==> config.mk <==
export PLATFORM = sky130hd
export DESIGN_NAME = fp_add_pipe
export DESIGN_NICKNAME = d
export VERILOG_FILES = /design/src/rtl/fp_add_pkg.sv /design/src/rtl/fp_sat_lane.sv /design/src/rtl/fp_add_pipe.sv
export SDC_FILE = /design/constraint.sdc
export NUM_CORES = 1
export LEC_CHECK = 0
export BUFFER_PORTS_ARGS = -buffer_cell sky130_fd_sc_hd__buf_2
export CAP_MARGIN = 5
export CORE_MARGIN = 10
export CORE_UTILIZATION = 40
export DETAILED_ROUTE_END_ITERATION = 12
export GPL_ROUTABILITY_DRIVEN = 0
export GPL_TIMING_DRIVEN = 0
export HOLD_SLACK_MARGIN = 0.06
export SLEW_MARGIN = 20
export SYNTH_ARGS = -nofsm -noshare
export SYNTH_HDL_FRONTEND = slang
export SYNTH_SLANG_ARGS = --single-unit
==> constraint.sdc <==
create_clock -name clk -period 2.3 [get_ports clk]
set_clock_uncertainty 0.2 [all_clocks]
set_input_delay 0.23 -clock clk [delete_from_list [all_inputs] [get_ports clk]]
set_output_delay 0.23 -clock clk [all_outputs]
set_load 0.05 [all_outputs]
==> src/rtl/fp_add_pkg.sv <==
// fp_add_pkg: width derivation, lane slicing and saturation limits for fp_add_pipe
package fp_add_pkg;

    localparam int LIM_W = 64;

    typedef enum logic [1:0] {CLAMP_NONE, CLAMP_HI, CLAMP_LO} clamp_e;

    function automatic int max_i(input int x, input int y);
        return (x > y) ? x : y;
    endfunction

    function automatic int align_frac(input int f1, input int f2);
        return max_i(f1, f2);
    endfunction

    function automatic int ideal_int(input int i1, input int i2);
        return max_i(i1, i2) + 1;
    endfunction

    // ideal integer bits plus aligned fraction plus one guard bit keeps a+b and a-b exact
    function automatic int acc_width(input int i1, input int f1, input int i2, input int f2);
        return ideal_int(i1, i2) + align_frac(f1, f2) + 1;
    endfunction

    function automatic int lane_lsb(input int k, input int w);
        return k * w;
    endfunction

    // upper clamp: 0111..1 when signed, 1111..1 when unsigned (n LSBs meaningful)
    function automatic logic [LIM_W-1:0] sat_hi(input int n, input logic sgn);
        return {LIM_W{1'b1}} >> (LIM_W - n + int'(sgn));
    endfunction

    // lower clamp: 1000..0 when signed, 0 when unsigned (n LSBs meaningful)
    function automatic logic [LIM_W-1:0] sat_lo(input int n, input logic sgn);
        return sgn ? {LIM_W{1'b1}} << (n - 1) : '0;
    endfunction

endpackage

==> src/rtl/fp_sat_lane.sv <==
// fp_sat_lane: one lane's fraction reduction and saturation; FP_ADD_PIPE_ROUND_EN enables round half-up
module fp_sat_lane
    import fp_add_pkg::*;
#(
    parameter int W  = 18,
    parameter int FI = 14,
    parameter int I3 = 2,
    parameter int F3 = 14
) (
    input  logic signed [W-1:0] x,
    input  logic                sgn,
    output logic [I3+F3-1:0]    y,
    output logic                sat
);

    localparam int N  = I3 + F3;
    localparam int UP = (F3 > FI) ? F3 - FI : 0;
    localparam int DN = (FI > F3) ? FI - F3 : 0;
    localparam int RW = max_i(W + UP, N + 2);

    logic signed [RW-1:0] r;
    clamp_e clamp;

    generate
        if (DN > 0) begin : g_down
            logic signed [W-1:0] xr;
`ifdef FP_ADD_PIPE_ROUND_EN
            localparam logic signed [W-1:0] HALF = W'(1) <<< (DN - 1);
            // the guard bit absorbs the half-LSB carry, so this cannot wrap
            assign xr = x + HALF;
`else
            assign xr = x;
`endif
            // arithmetic shift truncates toward minus infinity
            assign r = RW'(xr >>> DN);
        end else begin : g_up
            assign r = RW'(x) <<< UP;
        end
    endgenerate

    // out of range when the bits above the result width are not a pure sign/zero extension
    assign clamp = sgn
        ? ((!r[RW-1] && |r[RW-2:N-1]) ? CLAMP_HI : (r[RW-1] && !(&r[RW-2:N-1])) ? CLAMP_LO : CLAMP_NONE)
        : (r[RW-1] ? CLAMP_LO : (|r[RW-2:N]) ? CLAMP_HI : CLAMP_NONE);

    assign y   = (clamp == CLAMP_HI) ? N'(sat_hi(N, sgn)) :
                 (clamp == CLAMP_LO) ? N'(sat_lo(N, sgn)) : r[N-1:0];
    assign sat = clamp != CLAMP_NONE;

endmodule

==> src/rtl/fp_add_pipe.sv <==
// fp_add_pipe: two-stage multi-lane fixed-point add/sub with saturation; FP_ADD_PIPE_ROUND_EN selects rounding
module fp_add_pipe
    import fp_add_pkg::*;
#(
    parameter int I1    = 2,
    parameter int F1    = 14,
    parameter int I2    = 2,
    parameter int F2    = 14,
    parameter int I3    = 2,
    parameter int F3    = 14,
    parameter int LANES = 4
) (
    input  logic                      clk,
    input  logic                      rst_n,
    input  logic                      in_valid,
    output logic                      in_ready,
    input  logic [LANES*(I1+F1)-1:0]  a,
    input  logic                      s1,
    input  logic [LANES*(I2+F2)-1:0]  b,
    input  logic                      s2,
    input  logic                      sub,
    output logic                      out_valid,
    input  logic                      out_ready,
    output logic [LANES*(I3+F3)-1:0]  c,
    output logic                      sign,
    output logic [LANES-1:0]          sat,
    output logic                      sat_sticky,
    input  logic                      clr_sticky
);

    localparam int FI = align_frac(F1, F2);
    localparam int W  = acc_width(I1, F1, I2, F2);
    localparam int WA = I1 + F1;
    localparam int WB = I2 + F2;
    localparam int WC = I3 + F3;

    logic                  s1_full, s1_sign, s1_en, s2_en;
    logic [LANES*W-1:0]    sum, s1_sum;
    logic [LANES*WC-1:0]   c_nxt;
    logic [LANES-1:0]      sat_nxt;

    assign s2_en    = !out_valid || out_ready;
    assign s1_en    = !s1_full || s2_en;
    assign in_ready = s1_en;

    genvar k;
    generate
        for (k = 0; k < LANES; k++) begin : g_lane
            logic [WA-1:0] al;
            logic [WB-1:0] bl;
            logic [W-1:0]  ax, bx;
            assign al = a[lane_lsb(k, WA) +: WA];
            assign bl = b[lane_lsb(k, WB) +: WB];
            assign ax = {{(W-WA){s1 & al[WA-1]}}, al} << (FI - F1);
            assign bx = {{(W-WB){s2 & bl[WB-1]}}, bl} << (FI - F2);
            assign sum[lane_lsb(k, W) +: W] = sub ? ax - bx : ax + bx;
            fp_sat_lane #(.W(W), .FI(FI), .I3(I3), .F3(F3)) u_sat (
                .x   (s1_sum[lane_lsb(k, W) +: W]),
                .sgn (s1_sign),
                .y   (c_nxt[lane_lsb(k, WC) +: WC]),
                .sat (sat_nxt[k])
            );
        end
    endgenerate

    // stage 1: capture the exact aligned sums and result signedness
    always_ff @(posedge clk or negedge rst_n) begin
        if (!rst_n) begin
            s1_full <= 1'b0;
            s1_sign <= 1'b0;
            s1_sum  <= '0;
        end else if (s1_en) begin
            s1_full <= in_valid;
            s1_sign <= s1 | s2;
            s1_sum  <= sum;
        end
    end

    // stage 2: register reduced/saturated lanes; holds while stalled
    always_ff @(posedge clk or negedge rst_n) begin
        if (!rst_n) begin
            out_valid <= 1'b0;
            sign      <= 1'b0;
            c         <= '0;
            sat       <= '0;
        end else if (s2_en) begin
            out_valid <= s1_full;
            sign      <= s1_sign;
            c         <= c_nxt;
            sat       <= sat_nxt;
        end
    end

    // sticky saturation: a consumed saturated result beats a simultaneous clear
    always_ff @(posedge clk or negedge rst_n) begin
        if (!rst_n) sat_sticky <= 1'b0;
        else sat_sticky <= (out_valid && out_ready && |sat) ? 1'b1 : clr_sticky ? 1'b0 : sat_sticky;
    end

endmodule
Yosys cells after proc, flatten, opt, wreduce, memory -nomap -nowiden
Cells that the tools add are included.

cells by class
  $add $sub $neg = 9
  equal/unequal tests = 8
  shift operators = 1
  muxes and demuxes = 35
  bitwise gates (word level) = 9
  reductions and logical operators = 36

operator list
  cell                                                                  number
  16-bit 2-to-1 mux                                                     9
  17-bit by 17-bit adder with 18-bit output                             4
  18-bit 2-to-1 mux                                                     4
  17-bit by 17-bit subtractor with 18-bit output                        4
  64-bit by 32-bit >> shifter with 16-bit output, first input constant  1
  2-bit 2-to-1 mux                                                      16
  1-bit logical AND                                                     10
  1-bit zero test                                                       10
  2-bit nonzero test                                                    5
  1-bit AND                                                             8
  2-bit by 1-bit == test with 1-bit output, second input constant       4
  2-bit == test, second input constant                                  4
  2-bit AND reduction                                                   4
  2-bit OR reduction                                                    4
  6-bit by 1-bit adder with 7-bit output, first input constant          1
  1-bit 2-to-1 mux                                                      6
  4-bit OR reduction                                                    1
  1-bit logical OR                                                      2
  1-bit bitwise OR                                                      1

word-level totals
  register bits = 145
  input bits = 136
  output and inout port bits = 72
  logic and storage cells = 106

Depth between registers and ports, before layout
  word-level depth = 9
  mapped depth = 15
  mapped depth without buffers = 15

Cells and area by module
From an unflattened synthesis, not the netlist that was laid out.

unflattened totals
  cells, all modules = 1,502
  area, all modules = 12,165.4 um^2

modules (own cells, without submodules)
  module       times used  cells an instance  area an instance (um^2)  seq. area each (um^2)
  fp_add_pipe  1           1,266              10,233.6                 3,628.5
  fp_sat_lane  4           59                 483.0                    0.0

Worst setup path after synthesis
Ideal clock, no wire load.

  path type = input port to flip-flop
  start point = input port sub
  end point = register s1_sum[32]
  setup time = 82 ps
  arrival = 3,168 ps
  data required time = 2,018 ps
  setup slack = -1,151 ps
  stages on the path = 12
  path buffers = 4
  path through = buf_6 clkbuf_8 clkbuf_1 buf_1 mux2i_1 fa_1 a211o_1 a2111oi_2 o31ai_1 a2111oi_0 a41oi_1 o22ai_1

on the way
  longest elaborated chain between the ends = 1

ends and longest elaborated chain
  element                 line               RTL
  start: declaration      fp_add_pipe.sv:21  input logic sub,
  18-bit 2-to-1 mux       fp_add_pipe.sv:56  assign sum[lane_lsb(k, W) +: W] = sub ? ax - bx : ax + bx;
  end signal: assignment  fp_add_pipe.sv:75  s1_sum <= sum;
  end: declaration        fp_add_pipe.sv:38  logic [LANES*W-1:0] sum, s1_sum;

No other way between the ends.
A chain may end at the register's enable or synchronous reset.

Final worst setup path
  start point = input port b[5]
  end point = register s1_sum[16]

on the way
  longest elaborated chain between the ends = 2
  elaborated cells on any way between the ends = 3
  classes of those cells = add/sub (2); mux (1)

ends and longest elaborated chain
  element                                                                                                             line               RTL
  start: declaration                                                                                                  fp_add_pipe.sv:19  input logic [LANES*(I2+F2)-1:0] b,
  17-bit by 17-bit adder with 18-bit output / 17-bit by 17-bit subtractor with 18-bit output (equally long branches)  fp_add_pipe.sv:56
  18-bit 2-to-1 mux (*)                                                                                               fp_add_pipe.sv:56

Every way passes the cells marked *; elsewhere a longest branch is shown, timed or not.

==> results by group <==
Yosys
  – Synthesized instance count: 1,290
  – Number of unique standard cell types used by synthesis: 69
  – Count of yosys warnings during synthesis: 0
  – Synth async-reset ratio: 100%
  – Yosys top cell area share: 34.8%
  – Most frequent cells after synthesis: sky130_fd_sc_hd__o21ai_0 (182), sky130_fd_sc_hd__nand2_1 (167), sky130_fd_sc_hd__dfrtp_1 (145)
  – Synthesized area: roughly 10,000 um2
  – Top post-synthesis cells by area: sky130_fd_sc_hd__dfrtp_1 (35%), sky130_fd_sc_hd__o21ai_0 (8.7%), sky130_fd_sc_hd__ha_1 (8.6%)
  – Most repeated cell in the gate-level netlist after synthesis: sky130_fd_sc_hd__o21ai_0
  – Sequential fraction of the synthesis area: 34.8%
  – Most common flop cell mapped by yosys: sky130_fd_sc_hd__dfrtp_1
  – Post-Syn Area per Cell: roughly 8.1 um2
  – Number of nets in the synthesized netlist: around 1,500
  – Flip-flop and latch count after synthesis: roughly 150
  – Most area-hungry cell type in the Yosys netlist: sky130_fd_sc_hd__dfrtp_1
  – Count of flip-flops with a built-in enable after synthesis: 0

CTS
  – Clock H-tree levels: 4
  – TritonCTS clock tree: yes
  – Cell chosen for the clock root: sky130_fd_sc_hd__clkbuf_16
  – Clk Latency, worst-skew pair: between 0.4 and 0.5 ns
  – Clock Pin Slew Worst Setup and Hold Paths: 0.06 ns
  – Bufs on Longest Clock Path: 2
  – Clk sink count: ~150
  – CTS buffer count: 17

Placed design
  – Placed wire-length estimate after detailed placement: between 20 and 30 mm
  – Number of buffer cells added on primary ports: 202
  – Pre-CTS setup slack: -1.40 ns
  – Count of placed standard cells including taps: roughly 1,800

Routing
  – Count of antenna-violating nets left after detailed routing: 0
  – Count of unresolved DRC violations after routing: 0
  – Average wire length per cell after detail routing: 19.2 um
  – DR iter-0 viols: 743
  – Total iterations of the first detailed-routing run: 5
  – Via density per instance: 5.51
  – Via total after detailed routing: about 11,000
  – DRT Wirelength: 38.1 mm

Setup path
  – Critical Path Fanout Max: 4
  – WP data required: ~2.5 ns
  – Startpoint type of the worst setup path: input port
  – Startpoint of the most critical setup path: b[5]
  – Source of the worst register-to-register timing path: out_valid
  – Worst R2R End: s1_sum[12]
  – FF-to-FF setup slack: about 0.16 ns
  – Classification of the worst setup path: in2reg
  – Sort of element at the end of the critical path: flop
  – Data arrival time at the worst-slack endpoint: ~2.9 ns
  – Worst-case reg-to-reg path depth: 7

Floorplanning
  – Num rows: 59
  – DIE AREA: between 30,000 and 40,000 um2
  – DIE WIDTH: around 180 um
  – Boundary pin count: ~210
  – Starting density of the core: roughly 40%
  – Die extent in y: 181 um
  – CORE AREA: about 26,000 um2

Pwr
  – Total power divided by cell area: approximately 910 nW/um2
  – IR Drop Worst-Case VDD: roughly 0.6 mV
  – Combinational Power Share: around 50%
  – Leak pwr: between 6 and 7 nW
  – Clk network pwr share: a little over a fifth
  – Share of total power in sequential cells: 29.3%
  – Cell internal pwr: 7.45 mW
  – Switching pwr: roughly 6.2 mW
  – Switching Fraction: between 40 and 50%

STA
  – Setup repair after global routing missed its margin: true
  – Highest Clock Rate: between 300 and 400 MHz
  – Final slew viol count: 0
  – Actual transition at the worst max-transition pin: between 0.7 and 0.8 ns
  – Final setup violating endpoints: 39
  – Headroom to the max-slew limit: approximately half
  – Final setup margin: -0.437 ns
  – Time the final worst path needs with I/O delays and setup: ~2.7 ns
  – Final Hold Vio Count: 0
  – Post-route fraction of the period consumed by the critical path: 119%

Final layout
  – Area taken by multi-input logic gates: ~7700 um2
  – Combined flip-flop and latch cell area: 3630 um2
  – Number of fillers in the final layout: 2,301
  – Fraction of layout cells with a size suffix above 1: 35.5%
  – Number of cells in the finished layout apart from fillers: 1,979
  – Post-synthesis to final-layout area growth: 45.0%
  – Final Util: between 50% and 60%
  – Number of nets in the final layout: ~1,800

Hold path
  – Startpoint of the worst hold path: a[1]
  – Worst Hold End: s1_sum[1]
  – Cell depth of the worst hold path: 4
  – Hold Path Class: in2reg

GRT
  – Largest net degree at the start of global routing: 80
  – Initial antenna violation count: 1
  – Number of global-route vias before repair: about 11,000
  – Total Routing Usage GR: approximately 22%
  – First-pass GRT wire length: between 50 and 60 mm
  – Final global-route overflow total: 0

Run
  – Max-capacitance violation count: 0

Outcome
  – Result of the run: finished, violations left
  – Failing checks: negative setup slack
==> logic make-up after synthesis <==
family                   synth area share (%)
buffers and inverters                    4.02
AO/OA/AOI/OAI                            22.4
adder cells (fa/ha/maj)                  9.40
AND/OR/NAND/NOR                          19.8
flip-flops                               34.8
XOR/XNOR                                 8.82
multiplexers                            0.768
==> cell type report <==
type,instances,share of cell area (%)
clock inverter,13,1.08
buffer,52,2.23
clock buffer,18,2.84
timing repair buffer,329,15.2
multi-input combinational,1043,50.7
tap,335,2.77
antenna,1,0.0165
inverter,43,1.17
sequential,145,24.0
==> routing by layer <==
layer	track usage, %	wire (um)	part of all wire (%)	up-vias
met1	28.2	16600	43	5254
li1	-	-	-	5254
met3	4.81	2420	6.4	56
met5	0	0	0	-
met4	7.19	1050	2.7	0
met2	35.4	18100	47	339
==> worst max-delay path, cell delays in order <==
cell and delay, ns:
sky130_fd_sc_hd__buf_8 0.10, sky130_fd_sc_hd__nor4_4 0.32, sky130_fd_sc_hd__and2_4 0.24, sky130_fd_sc_hd__nor2_1 0.06
sky130_fd_sc_hd__xnor2_1 0.14, sky130_fd_sc_hd__ha_1 0.35, sky130_fd_sc_hd__buf_4 0.13, sky130_fd_sc_hd__nand3_1 0.07
sky130_fd_sc_hd__a21oi_1 0.23, sky130_fd_sc_hd__nor2_2 0.10, sky130_fd_sc_hd__a31oi_4 0.24, sky130_fd_sc_hd__o41ai_4 0.10
sky130_fd_sc_hd__or4b_1 0.49, sky130_fd_sc_hd__nand3_1 0.11
==> through the flow <==
stage	instance area (um2)	hold WS (ns)	power, mW	TNS, ns
after floorplan	10600	-0.266	8.06	-18.77
after global placement	12100	0.223	9.73	-267.99
after detailed placement	12100	0.0655	9.82	-65.37
after CTS	14200	0.0630	13.2	-9.76
after global routing	15100	0.0816	14.5	-13.73
final	15100	0.0749	13.7	-9.37
==> flip-flops by register name (all words and copies together), names as in the netlist <==
signal and flops:
c 64, out_valid 1, s1_full 1, s1_sign 1, s1_sum 72, sat 4
sat_sticky 1, sign 1
==> worst max-delay path by stage <==
stage	end	slack, ns	cells after the start
floorplan	s1_sum[47]	-0.63	13
global placement	s1_sum[29]	-1.42	1
detailed placement	s1_sum[30]	-1.40	14
CTS	s1_sum[30]	-0.48	13
global route	s1_sum[71]	-0.56	13
finish	s1_sum[16]	-0.44	14
==> power by group through the flow <==
stage               clock network, mW  registers [mW]  logic, mW
floorplan                           0            5.66       2.40
detailed placement                  0            4.05       5.77
finish                           2.88            4.02       6.80
global route                     3.00            4.12       7.34
CTS                              2.90            4.00       6.34
global placement                    0            4.02       5.70
==> layout by cell type (no fill, tap or decap), drive strengths merged, types with 5 or more instances in the layout <==
| cell | netlist | final |
|---|---|---|
| o21bai | 5 | 5 |
| nor4 | 17 | 17 |
| nand3 | 29 | 29 |
| buf | 16 | 333 |
| nand2b | 12 | 12 |
| xor2 | 23 | 23 |
| nor3 | 30 | 30 |
| and2 | 10 | 10 |
| o211ai | 5 | 5 |
| o21a | 12 | 12 |
| and3 | 7 | 7 |
| dlygate4sd3 | 0 | 10 |
| o21ai | 183 | 183 |
| mux2i | 8 | 8 |
| inv | 43 | 44 |
| a31oi | 22 | 22 |
| nand4 | 8 | 8 |
| nor2 | 129 | 129 |
| a21o | 20 | 20 |
| a211o | 5 | 5 |
| a211oi | 9 | 9 |
| xnor2 | 82 | 82 |
| a21oi | 109 | 109 |
| nor2b | 8 | 8 |
| ha | 72 | 72 |
| or3 | 5 | 5 |
| clkbuf | 43 | 55 |
| o31ai | 7 | 7 |
| nand2 | 167 | 167 |
| dfrtp | 145 | 145 |
| clkinv | 0 | 6 |
==> repair_timing <==
item                                    4_1_cts  5_1_grt
endpoints found under the hold margin        86        0
hold buffers                                 10        0
resized for setup                           217      145
cloned                                        1        0
setup buffers                                75       49
pin swaps                                   135      141
endpoints found under the setup margin       97      103
(Power assumes the default switching activity.)
